File: config.mk
export PLATFORM = sky130hd
export DESIGN_NAME = csr_regfile_gen2
export DESIGN_NICKNAME = d
export VERILOG_FILES = /design/src/rtl/csr_regfile_gen2.sv
export SDC_FILE = /design/constraint.sdc
export NUM_CORES = 2
export LEC_CHECK = 0
export CORE_UTILIZATION = 30
export DETAILED_ROUTE_END_ITERATION = 10
export PLACE_DENSITY = 0.52
export SYNTH_ARGS = -nofsm -noshare
export SYNTH_HDL_FRONTEND = slang
export SYNTH_SLANG_ARGS = --single-unit
File: constraint.sdc
create_clock -name clk -period 4.8 [get_ports clk]
set_clock_uncertainty 0.15 [all_clocks]
set_input_delay 0.72 -clock clk [delete_from_list [all_inputs] [get_ports clk]]
set_output_delay 0.72 -clock clk [all_outputs]
set_load 0.02 [all_outputs]
File: src/rtl/csr_regfile_gen2.sv
// Integer register file with write-first bypass, plus machine-mode CSRs, counters and trap/mret sequencing.
// Optional macro CSR_COUNTERH_EN adds mcycleh/minstreth and widens counters to 64 bits.
module csr_regfile_gen2 #(
   parameter int unsigned     XLEN      = 32,
   parameter int unsigned     REG_NUM   = 32,
   parameter int unsigned     NRD       = 2,
   parameter logic [XLEN-1:0] MTVEC_RST = 32'h0000_0100,
   parameter logic [XLEN-1:0] MVENDORID = 32'h0,
   localparam int unsigned    AW        = $clog2(REG_NUM)
) (
   input  logic                clk,
   input  logic                rst,
   input  logic [NRD*AW-1:0]   rs_raddr,
   output logic [NRD*XLEN-1:0] rs_rdata,
   input  logic                rd_we,
   input  logic [AW-1:0]       rd_waddr,
   input  logic [XLEN-1:0]     rd_wdata,
   input  logic                csr_valid,
   input  logic [1:0]          csr_op,
   input  logic [11:0]         csr_addr,
   input  logic [XLEN-1:0]     csr_src,
   output logic [XLEN-1:0]     csr_rdata,
   output logic                csr_illegal,
   input  logic                instret_inc,
   input  logic                trap_valid,
   input  logic [XLEN-1:0]     trap_cause,
   input  logic [XLEN-1:0]     trap_pc,
   input  logic [XLEN-1:0]     trap_tval,
   input  logic                mret,
   output logic [XLEN-1:0]     mtvec_o,
   output logic [XLEN-1:0]     mepc_o,
   output logic                mie_o
);

`ifdef CSR_COUNTERH_EN
   localparam bit HAS_H = (XLEN == 32);
`else
   localparam bit HAS_H = 1'b0;
`endif

   localparam int unsigned     CW       = 2 * XLEN;
   localparam logic [XLEN-1:0] MISA_VAL = (REG_NUM == 16) ? XLEN'(32'h4000_0010)
                                                          : XLEN'(32'h4000_0100);

   typedef enum logic [1:0] {
      OP_RSVD = 2'b00,
      OP_RW   = 2'b01,
      OP_RS   = 2'b10,
      OP_RC   = 2'b11
   } csr_op_e;

   // ---------------- integer register file ----------------
   logic [XLEN-1:0] regs_q [REG_NUM];

   // NOTE: the register array is deliberately not reset so it maps onto plain RAM/flop arrays without a reset tree.
   always_ff @(posedge clk) begin
      if (!rst && rd_we && rd_waddr != '0)
         regs_q[rd_waddr] <= rd_wdata;
   end

   for (genvar g = 0; g < NRD; g++) begin : g_rd
      logic [AW-1:0] ra;
      assign ra = rs_raddr[g*AW +: AW];
      assign rs_rdata[g*XLEN +: XLEN] = (ra == '0)                   ? '0       :
                                        (rd_we && rd_waddr == ra)    ? rd_wdata :
                                                                       regs_q[ra];
   end

   // ---------------- CSR state ----------------
   logic            mie_q, mie_d, mpie_q, mpie_d;
   logic [XLEN-1:0] mtvec_q, mtvec_d, mscratch_q, mscratch_d;
   logic [XLEN-1:0] mepc_q, mepc_d, mcause_q, mcause_d, mtval_q, mtval_d;
   logic [XLEN-1:0] mcycle_lo_q, mcycle_lo_d, mcycle_hi_q, mcycle_hi_d;
   logic [XLEN-1:0] minstret_lo_q, minstret_lo_d, minstret_hi_q, minstret_hi_d;

   logic [XLEN-1:0] mstatus_rd, csr_old, csr_wdata;
   logic            addr_ok, is_ro, wants_write, csr_we;
   logic [CW-1:0]   cyc_sum, ins_sum;
   csr_op_e         op;

   assign op = csr_op_e'(csr_op);

   always_comb begin
      mstatus_rd        = '0;
      mstatus_rd[12:11] = 2'b11;
      mstatus_rd[7]     = mpie_q;
      mstatus_rd[3]     = mie_q;
   end

   // NOTE: every output of this block gets a default first, so no path leaves a value unassigned and no latch is inferred.
   always_comb begin
      csr_old = '0;
      addr_ok = 1'b1;
      case (csr_addr)
         12'h300: csr_old = mstatus_rd;
         12'h301: csr_old = MISA_VAL;
         12'h305: csr_old = mtvec_q;
         12'h340: csr_old = mscratch_q;
         12'h341: csr_old = mepc_q;
         12'h342: csr_old = mcause_q;
         12'h343: csr_old = mtval_q;
         12'hB00: csr_old = mcycle_lo_q;
         12'hB02: csr_old = minstret_lo_q;
         12'hB80: begin
            addr_ok = HAS_H;
            csr_old = HAS_H ? mcycle_hi_q : '0;
         end
         12'hB82: begin
            addr_ok = HAS_H;
            csr_old = HAS_H ? minstret_hi_q : '0;
         end
         12'hF11: csr_old = MVENDORID;
         default: addr_ok = 1'b0;
      endcase
   end

   assign csr_rdata = csr_old;

   always_comb begin
      csr_wdata = csr_src;
      case (op)
         OP_RS:   csr_wdata = csr_old | csr_src;
         OP_RC:   csr_wdata = csr_old & ~csr_src;
         default: csr_wdata = csr_src;
      endcase
   end

   // Set/clear with a zero mask is a pure read, which stays legal on read-only CSRs.
   assign is_ro       = (csr_addr[11:10] == 2'b11) || (csr_addr == 12'h301);
   assign wants_write = (op == OP_RW) || ((op == OP_RS || op == OP_RC) && csr_src != '0);
   assign csr_illegal = csr_valid && (!addr_ok || op == OP_RSVD || (wants_write && is_ro));
   assign csr_we      = csr_valid && !csr_illegal && wants_write && !trap_valid && !mret;

   assign cyc_sum = {mcycle_hi_q, mcycle_lo_q} + CW'(1);
   assign ins_sum = {minstret_hi_q, minstret_lo_q} + CW'(instret_inc);

   always_comb begin
      mie_d         = mie_q;
      mpie_d        = mpie_q;
      mtvec_d       = mtvec_q;
      mscratch_d    = mscratch_q;
      mepc_d        = mepc_q;
      mcause_d      = mcause_q;
      mtval_d       = mtval_q;
      mcycle_lo_d   = cyc_sum[XLEN-1:0];
      mcycle_hi_d   = HAS_H ? cyc_sum[CW-1:XLEN] : '0;
      minstret_lo_d = ins_sum[XLEN-1:0];
      minstret_hi_d = HAS_H ? ins_sum[CW-1:XLEN] : '0;

      if (trap_valid) begin
         mepc_d   = trap_pc & ~XLEN'(3);
         mcause_d = trap_cause;
         mtval_d  = trap_tval;
         mpie_d   = mie_q;
         mie_d    = 1'b0;
      end else if (mret) begin
         mie_d  = mpie_q;
         mpie_d = 1'b1;
      end else if (csr_we) begin
         case (csr_addr)
            12'h300: begin
               mie_d  = csr_wdata[3];
               mpie_d = csr_wdata[7];
            end
            12'h305: mtvec_d    = csr_wdata & ~XLEN'(3);
            12'h340: mscratch_d = csr_wdata;
            12'h341: mepc_d     = csr_wdata & ~XLEN'(3);
            12'h342: mcause_d   = csr_wdata;
            12'h343: mtval_d    = csr_wdata;
            // A counter write freezes the other half and suppresses the increment.
            12'hB00: begin
               mcycle_lo_d = csr_wdata;
               mcycle_hi_d = mcycle_hi_q;
            end
            12'hB02: begin
               minstret_lo_d = csr_wdata;
               minstret_hi_d = minstret_hi_q;
            end
            12'hB80: begin
               mcycle_hi_d = csr_wdata;
               mcycle_lo_d = mcycle_lo_q;
            end
            12'hB82: begin
               minstret_hi_d = csr_wdata;
               minstret_lo_d = minstret_lo_q;
            end
            default: ;
         endcase
      end
   end

   // NOTE: sequential state uses non-blocking assignments so all flops sample their _d values from the same edge.
   always_ff @(posedge clk) begin
      if (rst) begin
         mie_q         <= 1'b0;
         mpie_q        <= 1'b0;
         mtvec_q       <= MTVEC_RST;
         mscratch_q    <= '0;
         mepc_q        <= '0;
         mcause_q      <= '0;
         mtval_q       <= '0;
         mcycle_lo_q   <= '0;
         mcycle_hi_q   <= '0;
         minstret_lo_q <= '0;
         minstret_hi_q <= '0;
      end else begin
         mie_q         <= mie_d;
         mpie_q        <= mpie_d;
         mtvec_q       <= mtvec_d;
         mscratch_q    <= mscratch_d;
         mepc_q        <= mepc_d;
         mcause_q      <= mcause_d;
         mtval_q       <= mtval_d;
         mcycle_lo_q   <= mcycle_lo_d;
         mcycle_hi_q   <= mcycle_hi_d;
         minstret_lo_q <= minstret_lo_d;
         minstret_hi_q <= minstret_hi_d;
      end
   end

   assign mtvec_o = mtvec_q;
   assign mepc_o  = mepc_q;
   assign mie_o   = mie_q;

endmodule
==> impl_metrics.csv <==
group,metric,value,unit
drt,postRouteWirelength,221000,um
yosys,synth_unique_cells,78,
global_route,grt_pass1_wl,311000,um
worst_setup_path,crit_cells,11,
place,placed_wire_length_estimate_after_detailed_placement,140000,um
cts,h_tree_depth,4,
worst_setup_path,critical-path-slowest-cell,"sky130_fd_sc_hd__clkdlybuf4s50_1",
cts,ctsLongestPathBuffers,3,
finish,post-route-util,0.370,
worst_setup_path,critical_path_buf_inv_count,5,
worst_setup_path,critical_path_required,3.93,ns
sta,slew_viols_final,0,
cts,clk_pin_slew_worst_paths,0.06,ns
worst_setup_path,critical_path.cell_chain,"clkdlybuf4s50_1 -> buf_4 -> xor2_1 -> nor4_1 -> nand3_2 -> nand2b_2 -> buf_12 -> o22ai_1 -> nor3_1 -> buf_4 -> clkdlybuf4s50_1",
global_route,grt_usage,0.215,
cts,post_cts_repair_timing_setup_buffer_count,0,
worst_setup_path,cp-end-kind,"primary output",
floorplan,die_y,449,um
sta,worst_max_slew_pin_slew,1.23,ns
sta,final_hold_viol_count,0,
sta,post-route-min-period,4.70,ns
drt,detailedRoute.firstPassIterationCount,5,
worst_setup_path,critPathLaunchType,"input pin",
global_route,grt_pass1_vias,40082,
yosys,async_flop_share,0,
yosys,yosys_most_used_dff,"sky130_fd_sc_hd__edfxtp_1",
place,dpl-instance-area,0.0686,sq mm
sta,whs,0.207,ns
flow_run,cap_viol_max_count,0,
floorplan,num_io_pins,358,
finish,finalInstanceArea,0.0733,sq mm
worst_setup_path,critical_path_class,"input pin to primary output",
floorplan,design.die.area,0.202,sq mm
yosys,ys_seq_elements,1246,
finish,areaGrowthSynthToFinish,22.1,%
cts,tritoncts.num_buffers,143,
drt,detail_route.vias_per_cell,5.60,
power_and_ir_drop,peakVddDrop,303,uV
place,detailedPlace.worstSlack,0.0683,ns
power_and_ir_drop,static-leakage-power,23.3,nW
sta,finalSetupViolations,0,
drt,post_drt_wl_per_cell,31.0,um
yosys,edff_count_synth,1024,
worst_setup_path,family_with_the_most_delay_on_the_worst_path,"buffers and inverters",
yosys,synth.yosys.seq_area_share,0.586,
floorplan,row_count,163,
drt,drtAntennaViolNets,0,
power_and_ir_drop,power-per-cell-area,351,mW/mm^2
place,buffer_ports.inserted,351,
sta,timing.setup.tns,0,ns
drt,drt_drc_violations_left,0,
global_route,remaining_overflow_grt,0,
finish,design.final.nets,4573,
cts,clkLatencyLatePin,0.82,ns
floorplan,core_area,0.198,sq mm
sta,postLayoutSetupSlackWorst,0.104,ns
global_route,antenna_found_initial,2,
global_route,pin_count_of_the_biggest_net_entering_global_routing,179,
sta,rsz_0062_raised_after_global_routing,"no",
yosys,synthCells,3891,
cts,master_cell_of_the_clock_root_buffer,"sky130_fd_sc_hd__clkbuf_16",
sta,max-slew-margin-rel,0.176,
yosys,synth.yosys.warnings,0,
min_path,hold-path-cell-count,2,
place,placed_cells,6869,
worst_setup_path,critPathArrivalTime,3.83,ns
floorplan,horizontal_die_dimension,449,um
worst_setup_path,crit_path_max_incr_delay,0.60,ns
floorplan,start_util,0.303,
yosys,synthesized_area_divided_by_synthesized_cell_count,15.4,sq um
finish,layout.cells.non_filler,7131,
worst_setup_path,path_max_fanout,26,
power_and_ir_drop,p_total,25.7,mW
place,gp_congestion,0.955,
worst_setup_path,reg2regPathDepth,8,
cts,clock_tree_from_tritoncts,"built",
sta,maximum_clock_frequency,0.213,GHz
min_path,hold_class,"input pin to register",
drt,iteration_0_drc_markers,4023,
run_status,status,"complete, no violations",
yosys,syn-cell-area,0.0601,sq mm
drt,dr_total_vias,39942,
cts,cts_sinks,1246,
sta,period_share,0.978,
finish,final_layout_size_suffix_gt1_frac,0.272,
flip-flops by register name, summed over array words and instances, names as in the netlist:
signal         count
mscratch_q        32
regs_q          1024
mepc_o            30
mcycle_lo_q       32
mpie_q             1
mtvec_o           30
minstret_lo_q     32
mtval_q           32
mie_o              1
mcause_q          32
layout by cell type, fill, tap and decap left out, drive strengths merged, types with 7 or more instances in the layout:
master,instances
o21ai,8
a22oi,31
dfxtp,222
nor2,293
mux4,591
o211ai,7
edfxtp,1024
xor2,34
a311oi,78
clkinv,51
mux2,8
clkbuf,188
and2,8
a211oi,112
nand4,37
and3,14
nor2b,60
buf,330
nand2,348
and4,8
conb,36
nor4b,7
nor4,15
a32oi,10
nor3,93
nand3,67
xnor2,35
clkdlybuf4s50,293
bufinv,14
a21oi,144
o22ai,66
a2bb2oi,10
o221ai,8
inv,42
o2111ai,7
a31o,23
a22o,8
mux2i,84
timing repair:
item | CTS | global route
hold buffers | 0 | 0
endpoints found under the setup margin | 0 | 1
resized for setup | 0 | 1
where the power goes:
part | switching (mW) | internal, mW
sequential | 0.0916 | 11.8
clock | 4.67 | 6.50
combinational | 1.48 | 1.19
cell families after synthesis:
kind of cell	Yosys count	synth area share
flops	1246	0.586
simple gates	983	0.0755
mux	683	0.238
compound gates	548	0.0652
buf+inv	358	0.0250
xor+xnor	69	0.0101
fa+ha+maj	3	0.000625
other cells	1	0.0000624
path summary, 6_finish.rpt:
kind,from,to,slack (ns)
worst max-delay path,rd_waddr[3],rs_rdata[2],0.10
worst min-delay path,rst,mscratch_q[7]$_SDFFE_PP0P_,0.21
worst max register to register,mcycle_lo_q[0]$_SDFFE_PP0P_,mcycle_lo_q[30]$_SDFFE_PP0P_,1.89
worst min register to register,mscratch_q[14]$_SDFFE_PP0P_,mscratch_q[14]$_SDFFE_PP0P_,0.30
cell type report:
type | count | area [sq um]
fill | 18593 | 125000
clock inverter | 74 | 896
clock buffer | 187 | 3880
tap | 2640 | 3300
timing repair buffer | 624 | 6130
antenna | 1 | 2.50
multi-input combinational | 2322 | 23800
sequential | 1246 | 35200
inverter | 37 | 141
Yosys cell counts, types with 4 or more instances:
library cell	instances	share of area
sky130_fd_sc_hd__a311o_1	6	0.0010
sky130_fd_sc_hd__nor4_1	14	0.0015
sky130_fd_sc_hd__nor2_1	290	0.018
sky130_fd_sc_hd__a31o_2	20	0.0029
sky130_fd_sc_hd__a32oi_1	10	0.0015
sky130_fd_sc_hd__or3_1	4	0.00042
sky130_fd_sc_hd__a32o_1	6	0.0010
sky130_fd_sc_hd__o221ai_1	8	0.0012
sky130_fd_sc_hd__o22ai_1	66	0.0069
sky130_fd_sc_hd__and2_1	8	0.00083
sky130_fd_sc_hd__nand4_1	37	0.0039
sky130_fd_sc_hd__nand3_1	67	0.0056
sky130_fd_sc_hd__a2bb2oi_1	10	0.0015
sky130_fd_sc_hd__nand2_1	348	0.022
sky130_fd_sc_hd__xnor2_1	35	0.0051
sky130_fd_sc_hd__a211oi_1	112	0.014
sky130_fd_sc_hd__o2111ai_1	7	0.0010
sky130_fd_sc_hd__nand3b_1	4	0.00050
sky130_fd_sc_hd__edfxtp_1	1024	0.51
sky130_fd_sc_hd__buf_4	9	0.0011
sky130_fd_sc_hd__nor2b_1	60	0.0062
sky130_fd_sc_hd__and4_1	8	0.0012
sky130_fd_sc_hd__mux2i_1	81	0.013
sky130_fd_sc_hd__xor2_1	34	0.0050
sky130_fd_sc_hd__buf_2	101	0.0084
sky130_fd_sc_hd__a22oi_1	31	0.0039
sky130_fd_sc_hd__inv_1	35	0.0022
sky130_fd_sc_hd__nor3_1	88	0.0073
sky130_fd_sc_hd__o211a_1	4	0.00067
sky130_fd_sc_hd__nand2b_1	5	0.00052
sky130_fd_sc_hd__mux4_2	591	0.22
sky130_fd_sc_hd__a22o_1	8	0.0012
sky130_fd_sc_hd__and3_1	14	0.0015
sky130_fd_sc_hd__a21oi_1	144	0.012
sky130_fd_sc_hd__dfxtp_1	222	0.074
sky130_fd_sc_hd__buf_1	25	0.0016
sky130_fd_sc_hd__mux2_2	8	0.0015
sky130_fd_sc_hd__o211ai_1	7	0.00087
sky130_fd_sc_hd__or4_1	6	0.00075
sky130_fd_sc_hd__o21ai_0	5	0.00042
sky130_fd_sc_hd__clkbuf_1	186	0.012
sky130_fd_sc_hd__nor4b_1	4	0.00058
sky130_fd_sc_hd__a311oi_1	78	0.011
metal layers:
| metal | vias to the layer above | share of wire | GRT usage |
|---|---|---|---|
| met2 | 1720 | 0.51 | 0.374 |
| met5 | - | 0 | 0 |
| met1 | 21056 | 0.39 | 0.266 |
| met3 | 338 | 0.061 | 0.0334 |
| li1 | 16828 | - | - |
| met4 | 0 | 0.041 | 0.0836 |
Note: power is estimated with default switching activity, not from simulation.
